File: src/rtl/mux3_port_arbiter.sv
// Arbiter sharing one 3-to-1 muxed resource port among fetch, load/store and debug/DMA requesters.
// Grants are held until done_i or a BUSY-cycle timeout; a one-cycle IDLE bubble separates grants.
module mux3_port_arbiter #(
    parameter int unsigned PRIO_MODE = 0,
    parameter int unsigned TIMEOUT   = 16,
    parameter int unsigned CNT_W     = 5
) (
    input  logic       clk_i,
    input  logic       rst_i,
    input  logic [2:0] req_i,
    input  logic       done_i,
    output logic [2:0] gnt_o,
    output logic [1:0] sel_o,
    output logic       mem_en_o,
    output logic       err_o
);

    localparam logic [CNT_W-1:0] CNT_LAST = CNT_W'(TIMEOUT - 1);

    typedef enum logic {
        IDLE,
        BUSY
    } state_t;

    state_t           state, state_nx;
    logic [1:0]       ptr, ptr_nx;
    logic [CNT_W-1:0] cnt, cnt_nx;
    logic [2:0]       gnt_nx;
    logic [1:0]       sel_nx;
    logic             en_nx;
    logic             err_nx;
    logic [1:0]       winner;
    logic [1:0]       ptr_after;

    // Winner selection: fixed priority or round-robin starting at ptr.
    always_comb begin
        winner = 2'd0;
        if (PRIO_MODE != 0) begin
            if (req_i[0])      winner = 2'd0;
            else if (req_i[1]) winner = 2'd1;
            else if (req_i[2]) winner = 2'd2;
        end else begin
            case (ptr)
                2'd1: begin
                    if (req_i[1])      winner = 2'd1;
                    else if (req_i[2]) winner = 2'd2;
                    else if (req_i[0]) winner = 2'd0;
                end
                2'd2: begin
                    if (req_i[2])      winner = 2'd2;
                    else if (req_i[0]) winner = 2'd0;
                    else if (req_i[1]) winner = 2'd1;
                end
                default: begin
                    if (req_i[0])      winner = 2'd0;
                    else if (req_i[1]) winner = 2'd1;
                    else if (req_i[2]) winner = 2'd2;
                end
            endcase
        end
    end

    // sel_o holds the current owner while BUSY, so the next pointer follows it.
    assign ptr_after = (sel_o == 2'd2) ? 2'd0 : sel_o + 2'd1;

    // Next-state and next-output logic.
    always_comb begin
        state_nx = state;
        ptr_nx   = ptr;
        cnt_nx   = cnt;
        gnt_nx   = gnt_o;
        sel_nx   = sel_o;
        en_nx    = mem_en_o;
        err_nx   = 1'b0;
        case (state)
            IDLE: begin
                if (req_i != 3'b000) begin
                    state_nx = BUSY;
                    gnt_nx   = 3'b001 << winner;
                    sel_nx   = winner;
                    en_nx    = 1'b1;
                    cnt_nx   = '0;
                end
            end
            BUSY: begin
                if (done_i || (cnt == CNT_LAST)) begin
                    state_nx = IDLE;
                    gnt_nx   = 3'b000;
                    en_nx    = 1'b0;
                    cnt_nx   = '0;
                    ptr_nx   = ptr_after;
                    err_nx   = ~done_i;
                end else begin
                    cnt_nx = cnt + CNT_W'(1);
                end
            end
            default: begin
                state_nx = IDLE;
                gnt_nx   = 3'b000;
                en_nx    = 1'b0;
            end
        endcase
    end

    always_ff @(posedge clk_i) begin
        if (rst_i) begin
            state    <= IDLE;
            ptr      <= 2'd0;
            cnt      <= '0;
            gnt_o    <= 3'b000;
            sel_o    <= 2'd0;
            mem_en_o <= 1'b0;
            err_o    <= 1'b0;
        end else begin
            state    <= state_nx;
            ptr      <= ptr_nx;
            cnt      <= cnt_nx;
            gnt_o    <= gnt_nx;
            sel_o    <= sel_nx;
            mem_en_o <= en_nx;
            err_o    <= err_nx;
        end
    end

endmodule
File: config.mk
export PLATFORM = sky130hd
export DESIGN_NAME = mux3_port_arbiter
export DESIGN_NICKNAME = d
export VERILOG_FILES = /design/src/rtl/mux3_port_arbiter.sv
export SDC_FILE = /design/constraint.sdc
export NUM_CORES = 1
export LEC_CHECK = 0
export ABC_AREA = 1
export BUFFER_PORTS_ARGS = -buffer_cell sky130_fd_sc_hd__buf_2
export CAP_MARGIN = 25
export CORE_MARGIN = 2
export CORE_UTILIZATION = 30
export DETAILED_ROUTE_END_ITERATION = 10
export HOLD_SLACK_MARGIN = 0.1
export PLACE_DENSITY = 0.44
export REMOVE_ABC_BUFFERS = 1
export SLEW_MARGIN = 5
export SYNTH_ARGS = -nofsm -noshare
export SYNTH_HDL_FRONTEND = slang
export SYNTH_SLANG_ARGS = --single-unit
File: constraint.sdc
create_clock -name clk_i -period 1.85 [get_ports clk_i]
set_clock_uncertainty 0.1 [all_clocks]
set_input_delay 0 -clock clk_i [delete_from_list [all_inputs] [get_ports clk_i]]
set_output_delay 0 -clock clk_i [all_outputs]
set_load 0.005 [all_outputs]
# Word-level counts from Yosys, hierarchy flattened
# Index checks and enable logic that the tools add are counted.
[word_totals]
ff_bits = 15
in_bits = 6
output_inout_bits = 7
elab_cells = 45
[classes]
add_sub_neg = 2
eq_ne = 6
shifts = 1
mux = 20
bitwise = 3
reduce_logical = 6
[op_table]
columns = ["cell", "count"]
rows = [
  ["$mux 2", 5],
  ["$mux 5", 2],
  ["$pmux 5 s2", 1],
  ["$mux 1", 6],
  ["$mux 3", 2],
  ["$pmux 3 s2", 1],
  ["$reduce_and 2->1", 3],
  ["$add 5x1->5 const B", 1],
  ["$eq 5x4->1 const B", 1],
  ["$eq 2x2->1 const B", 2],
  ["$pmux 1 s2", 2],
  ["$pmux 2 s2", 1],
  ["$not 1->1", 3],
  ["$reduce_bool 3->1", 1],
  ["$reduce_or 3->1", 1],
  ["$shl 1x2->3 const A", 1],
  ["$add 2x1->2 const B", 1],
  ["$eq 2x1->1 const B", 1],
  ["$ne 2x1->1 const B", 1],
  ["$ne 2x2->1 const B", 1],
  ["$logic_or 1x1->1", 1],
]

# Logic depth before layout (Yosys ltp)
# Gate-level depths: netlist of run 1.
[logic_depth]
ltp_word = 7
ltp_mapped = 10
depth_no_buf = 10

# Worst setup path after synthesis of run 1
# No wires, ideal clock.
[synth_path]
path_kind = "register -> register"
from = "reg cnt[0]"
to = "reg cnt[0]"
setup_ns = 0.070
arrival_time_ns = 1.265
t_required_ns = 1.680
slack_ns = 0.415
path_stages_with_launch = 10
path_buffers = 0
synth_period_minus_slack_ns = 1.435
cell_sequence = "dfxtp_1 ha_1 nand2_1 nor2_1 ha_1 nor2_1 nand2_1 inv_1 o21ai_0 a21oi_1"
[synth_between]
elab_chain_len = 4
word_cells_on_any_way = 5
[synth_lines]
columns = ["item", "line_no", "rtl"]
rows = [
  ["start: declaration", "27", "logic [CNT_W-1:0] cnt, cnt_nx;"],
  ["start signal: assignment", "117", "cnt <= cnt_nx;"],
  ["branches (longest 2 deep; another with $add 5x1->5)", "-", ""],
  ["$mux 5 *", "86", "if (done_i || (cnt == CNT_LAST)) begin"],
  ["$pmux 5 s2 *", "75", "case (state)"],
]
# Every way passes the cells marked *.
# A chain may end at the register's enable or synchronous reset.

# Worst setup path after layout of run 1
# Same ends and word-level chain as after synthesis.

==> impl_metrics.yaml, run 1 <==
global_routing:
  antenna_found_initial: 0
  gr-total-overflow: 0
  grt_util_all_layers_pct: 13.6
  grt_first_pass_wirelength_mm: 2.70
  grt_max_degree: 9
  grt_pass1_vias: 634
finish:
  diodes: 0
  fin_util_pct: 39.7
  fin_nets: 134
  layout_common_cells: "nand2_1, inv_1, dfxtp_1"
  layout-drive-gt1-share_pct: 16.3
  syn2layout_area_growth_pct: 22.6
  layout_commonest_cell: "nand2_1"
sta:
  fmax_mhz: 616
  period_share_pct: 87.7
  fin_crit_ps: 1620
  worst_pin_slew_ps: 229
  rsz0062_at_grt: "false"
  slew_headroom_pct: 84.7
  setup_viol: 0
  hold_viol_final: 0
  drv_slew: 0
  tns_ps: 0
floorplanning:
  die_w_microns: 53.6
  dieArea_sq_um: 2870
  die_h_microns: 53.6
  fp-row-count: 17
  initial_utilization_pct: 32.4
  core-area_sq_um: 2280
  ios: 13
detailed_routing:
  first_iter_violations: 15
  drt-pass1-iter-count: 4
  wl_mm: 1.66
  drc: 0
  vias_per_cell: 4.60
  ant_nets: 0
  via_count: 695
  wl_per_cell_microns: 11.0
placement:
  dp_hpwl_mm: 1.21
  gp_routability_congestion: 0.784
  port_buffers: 12
power_and_ir_drop:
  power_density_nw_per_um2: 722
  total_power_uw: 652
  ir_worst_vdd_mv: 0.315
  p_leak_nw: 0.428
clocking:
  clkLatencyLatePin_ps: 290
  cts_buffer_depth: 2
  root_buffer: "clkbuf_4"
  cts_resized: 0
  htreeDepth: 1
  cts_buffers: 3
  cts.sinks: 15
  cts_tree: "built"
  post-cts-setup-buffers: 0
  clk_pin_slew_ps: 90
critical_path:
  worstSetupPathType: "reg -> reg"
  cp-end-kind: "flop"
  crit_arrival_ps: 1750
  cp_max_fo: 4
  startpoint_type: "flop"
  crit_required_ps: 1980
synth:
  synthCells: 103
  yosysUniqueCellTypes: 20
  avgSynthCellArea_sq_um: 7.15
  synth_seq_cells: 15
  yosysSeqAreaShare_pct: 40.7
  synth_area_sq_um: 737
  ys.warnings.count: 0
run_status:
  status: "finished clean"
hold_path:
  hold_class: "reg -> reg"
run:
  max_cap_viol_count: 0
[metal layers]
metal | vias to the layer above | track usage, % | wire length [microns]
li1 | 368 | - | -
met2 | 20 | 21.0 | 689
met3 | 5 | 3.33 | 73
met4 | 0 | 7.69 | 41
met5 | - | 0 | 0
met1 | 302 | 17.1 | 853
[power breakdown]
group          internal, mW  switching (mW)  leakage, nW
logic                0.0427          0.0606        0.290
clock network        0.0840           0.115       0.0150
registers             0.339          0.0110        0.123
[synthesized netlist by cell type]
| library cell | n | area, sq um |
|---|---|---|
| nor2_1 | 11 | 41.3 |
| inv_2 | 2 | 7.51 |
| a21oi_4 | 1 | 16.3 |
| nand2_1 | 27 | 101 |
| nand4_1 | 1 | 6.26 |
| ha_1 | 4 | 50.1 |
| o32ai_1 | 1 | 8.76 |
| o22ai_1 | 2 | 12.5 |
| nand3_2 | 1 | 10.0 |
| nand3_1 | 5 | 25.0 |
| o21bai_1 | 1 | 7.51 |
| or2_1 | 1 | 6.26 |
| a21boi_1 | 1 | 7.51 |
| a21oi_1 | 9 | 45.0 |
| nor2_2 | 1 | 6.26 |
| inv_1 | 15 | 56.3 |
| xor2_1 | 1 | 8.76 |
| dfxtp_1 | 15 | 300 |
| o21ai_0 | 3 | 15.0 |
| buf_2 | 1 | 5.00 |
[worst max-delay path: stages, from the launching register on]
cell and delay, ps:
dfxtp_1 340, ha_1 210, nand2_1 80, nor2_1 50
ha_1 180, nor2_1 140, nand2_1 120, inv_1 130
o21ai_0 100, a21oi_1 120
[cell families (layout without fill, tap and decap cells)]
kind of cell	count (synthesis)	count (layout)	share of synthesized area [%]
flops	15	15	40.7
fa+ha+maj	4	4	6.79
buf+inv	18	38	9.34
simple gates	47	47	26.7
compound gates	18	18	15.3
xor+xnor	1	1	1.19
[worst paths after layout]
path | start | to | slack [ps] | cells past startpoint
min | gnt_o[2] | gnt_o[2] | 370 | 2
min reg2reg | gnt_o[2] | gnt_o[2] | 370 | 2
max reg2reg | cnt[0] | cnt[0] | 230 | 9
max | cnt[0] | cnt[0] | 230 | 9
[final cells by class]
| cell class | count | area, sq um |
|---|---|---|
| fill | 244 | 1370 |
| multi-input combinational | 70 | 368 |
| sequential | 15 | 300 |
| timing repair buffer | 17 | 110 |
| inverter | 17 | 63.8 |
| tap | 28 | 35.0 |
| clock buffer | 4 | 26.3 |
[registers in the layout, indices dropped and copies added (netlist names)]
name      cells
sel_o         2
cnt           5
ptr           2
gnt_o         3
err_o         1
mem_en_o      1
state         1
[repair_timing]
item | in CTS | in global routing
setup endpoints to repair | 0 | 6
hold buffers | 6 | 0
endpoints found under the hold margin | 13 | 0
[per-stage QoR]
step / instance area, sq um / hold slack [ps] / worst slack [ps] / cells
after detailed placement: 827 / 175 / 256 / 142
after CTS: 913 / 370 / 73.3 / 152
after global routing: 903 / 394 / 110 / 151
after floorplan: 732 / -30.9 / 415 / 102
final: 903 / 368 / 227 / 151
after global placement: 827 / 180 / 274 / 142
Power figures use the tool's default switching activity.
==> inputs of run 2 (changes only) <==
Settings changed: PLACE_DENSITY 0.44 to 0.46.
Clock period 1.85 ns to 1.4 ns, I/O delays scaled along.
==> run 2 against run 1 <==
  * The flow now finishes with violations (hold timing, setup timing)
  * Power grew 43%
  * Final area grew 34%
  * Setup slack lost 290 ps
  * Clock-buffer cell count shrank 1
  * Cell count grew 11%
  * Critical path depth is the same
  * Non-clock buffer count grew 16
  * Sequential share of layout area shrank 8.0 points
  * Register-to-register slack lost 290 ps
  * Highest routed layer unchanged
==> impl_metrics.yaml, run 2 (synthesized netlist as in run 1, its figures left out) <==
run_status:
  status: "complete, but fails checks"
  violations: "hold timing, setup timing"
sta:
  fin_crit_ps: 1460
  period_share_pct: 105
  rsz0062_at_grt: "true"
  worst_pin_slew_ps: 385
  worst_slack_ps: -64.0
  slew_headroom_pct: 74.2
  hold_viol_final: 1
  fin_hold_ws_ps: -94.6
  drv_slew: 0
  tns_ps: -200
  setup_viol: 8
  fmax_mhz: 683
clocking:
  clk_pin_slew_ps: 90
  cts_buffer_depth: 2
  clkLatencyLatePin_ps: 280
  htreeDepth: 1
  cts_hold_buf: 8
  root_buffer: "clkbuf_4"
  cts_tree: "built"
  cts_buffers: 3
  cts.sinks: 15
finish:
  layout-drive-gt1-share_pct: 51.1
  largest-register: "cnt"
  layout_common_cells: "nand2_1, inv_1, buf_2"
  largestRegisters: "cnt: 5 flops, gnt_o: 3 flops"
  layout_commonest_cell: "nand2_1"
  syn2layout_area_growth_pct: 64.0
  final_area_sq_um: 1210
  fin_nets: 150
  largest_register_ffs: 5
  diodes: 0
  final_cell_count_no_fill: 167
placement:
  gp_routability_congestion: 0.737
  dp_hpwl_mm: 1.26
  place_inst: 149
  port_buffers: 12
  post_dp_cell_area_sq_um: 880
detailed_routing:
  wl_per_cell_microns: 11.8
  ant_nets: 0
  first_iter_violations: 5
  drc: 0
  wl_mm: 1.97
  via_count: 772
  vias_per_cell: 4.62
  drt-pass1-iter-count: 5
critical_path:
  startpoint_type: "flop"
  cp-end-kind: "flop"
  r2r_slack_ps: -60
  cp_max_fo: 3
  worstSetupPathType: "reg -> reg"
  crit_required_ps: 1540
  crit_arrival_ps: 1600
global_routing:
  antenna_found_initial: 0
  grt_pass1_vias: 708
  gr-total-overflow: 0
  grt_util_all_layers_pct: 15.3
  grt_max_degree: 10
  grt_first_pass_wirelength_mm: 3.15
floorplanning:
  die_h_microns: 53.6
  core-area_sq_um: 2280
  dieArea_sq_um: 2870
  ios: 13
  fp-row-count: 17
  die_w_microns: 53.6
  initial_utilization_pct: 32.4
power_and_ir_drop:
  ir_worst_vdd_mv: 0.675
  power_density_nw_per_um2: 769
  p_leak_nw: 0.542
  total_power_uw: 929
run:
  max_cap_viol_count: 0
hold_path:
  hold_class: "in -> reg"
## run 2: changes by cell type in the layout (fill, tap and decap cells not counted), sizes merged
cell	delta
clkbuf	-1
dlygate4sd3	+3
buf	+13
clkinv	+1
## run 2: report_power, final
group / leakage (nW) / total (mW) / switching (mW) / internal, mW
clock network: 0.0177 / 0.247 / 0.141 / 0.106
logic: 0.400 / 0.215 / 0.113 / 0.102
registers: 0.124 / 0.467 / 0.0181 / 0.449
## run 2: area by class of cell
class	instances	area, sq um
Fill cell	221	1070
Multi-Input combinational cell	70	519
Sequential cell	15	305
Timing Repair Buffer	33	253
Inverter	17	68.8
Tap cell	28	35.0
Clock buffer	3	22.5
Clock inverter	1	5.00
## run 2: worst paths after layout
check,startpoint,cells past startpoint,end
worst max register to register,cnt[1],9,err_o
worst max-delay path,cnt[1],9,err_o
worst min register to register,mem_en_o,2,mem_en_o
worst min-delay path,done_i,3,err_o
## run 2: per-layer routing
layer	up-vias	wire length [microns]	GRT usage (%)
met3	2	88	5.00
li1	400	-	-
met1	352	936	21.2
met4	0	12	3.85
met2	18	931	23.0
met5	-	0	0
## run 2: critical path: stages (launching register included)
cell and delay, ps:
dfxtp_2 360, ha_4 150, nand2_4 50, nor2_4 110, ha_4 140, nor2_4 40
nor2_2 130, nand2_2 80, or2_1 200, inv_1 50
## run 2: through the flow
stage | util, % | hold slack, ps | setup WS (ps)
after floorplan | - | -30.9 | -34.8
after global placement | 38.6 | 174 | -160
after detailed placement | 38.6 | 173 | -163
after CTS | 47.6 | -98.2 | -59.1
after global routing | 53.1 | -97.0 | -161
final | 53.1 | -94.6 | -64.0
## run 2: repair_timing
item / 4_1_cts / 5_1_grt
hold endpoints to repair: 14 / 4
resized for setup: 18 / 33
pin swaps: 7 / 18
setup endpoints to repair: 14 / 15
setup buffers: 5 / 3
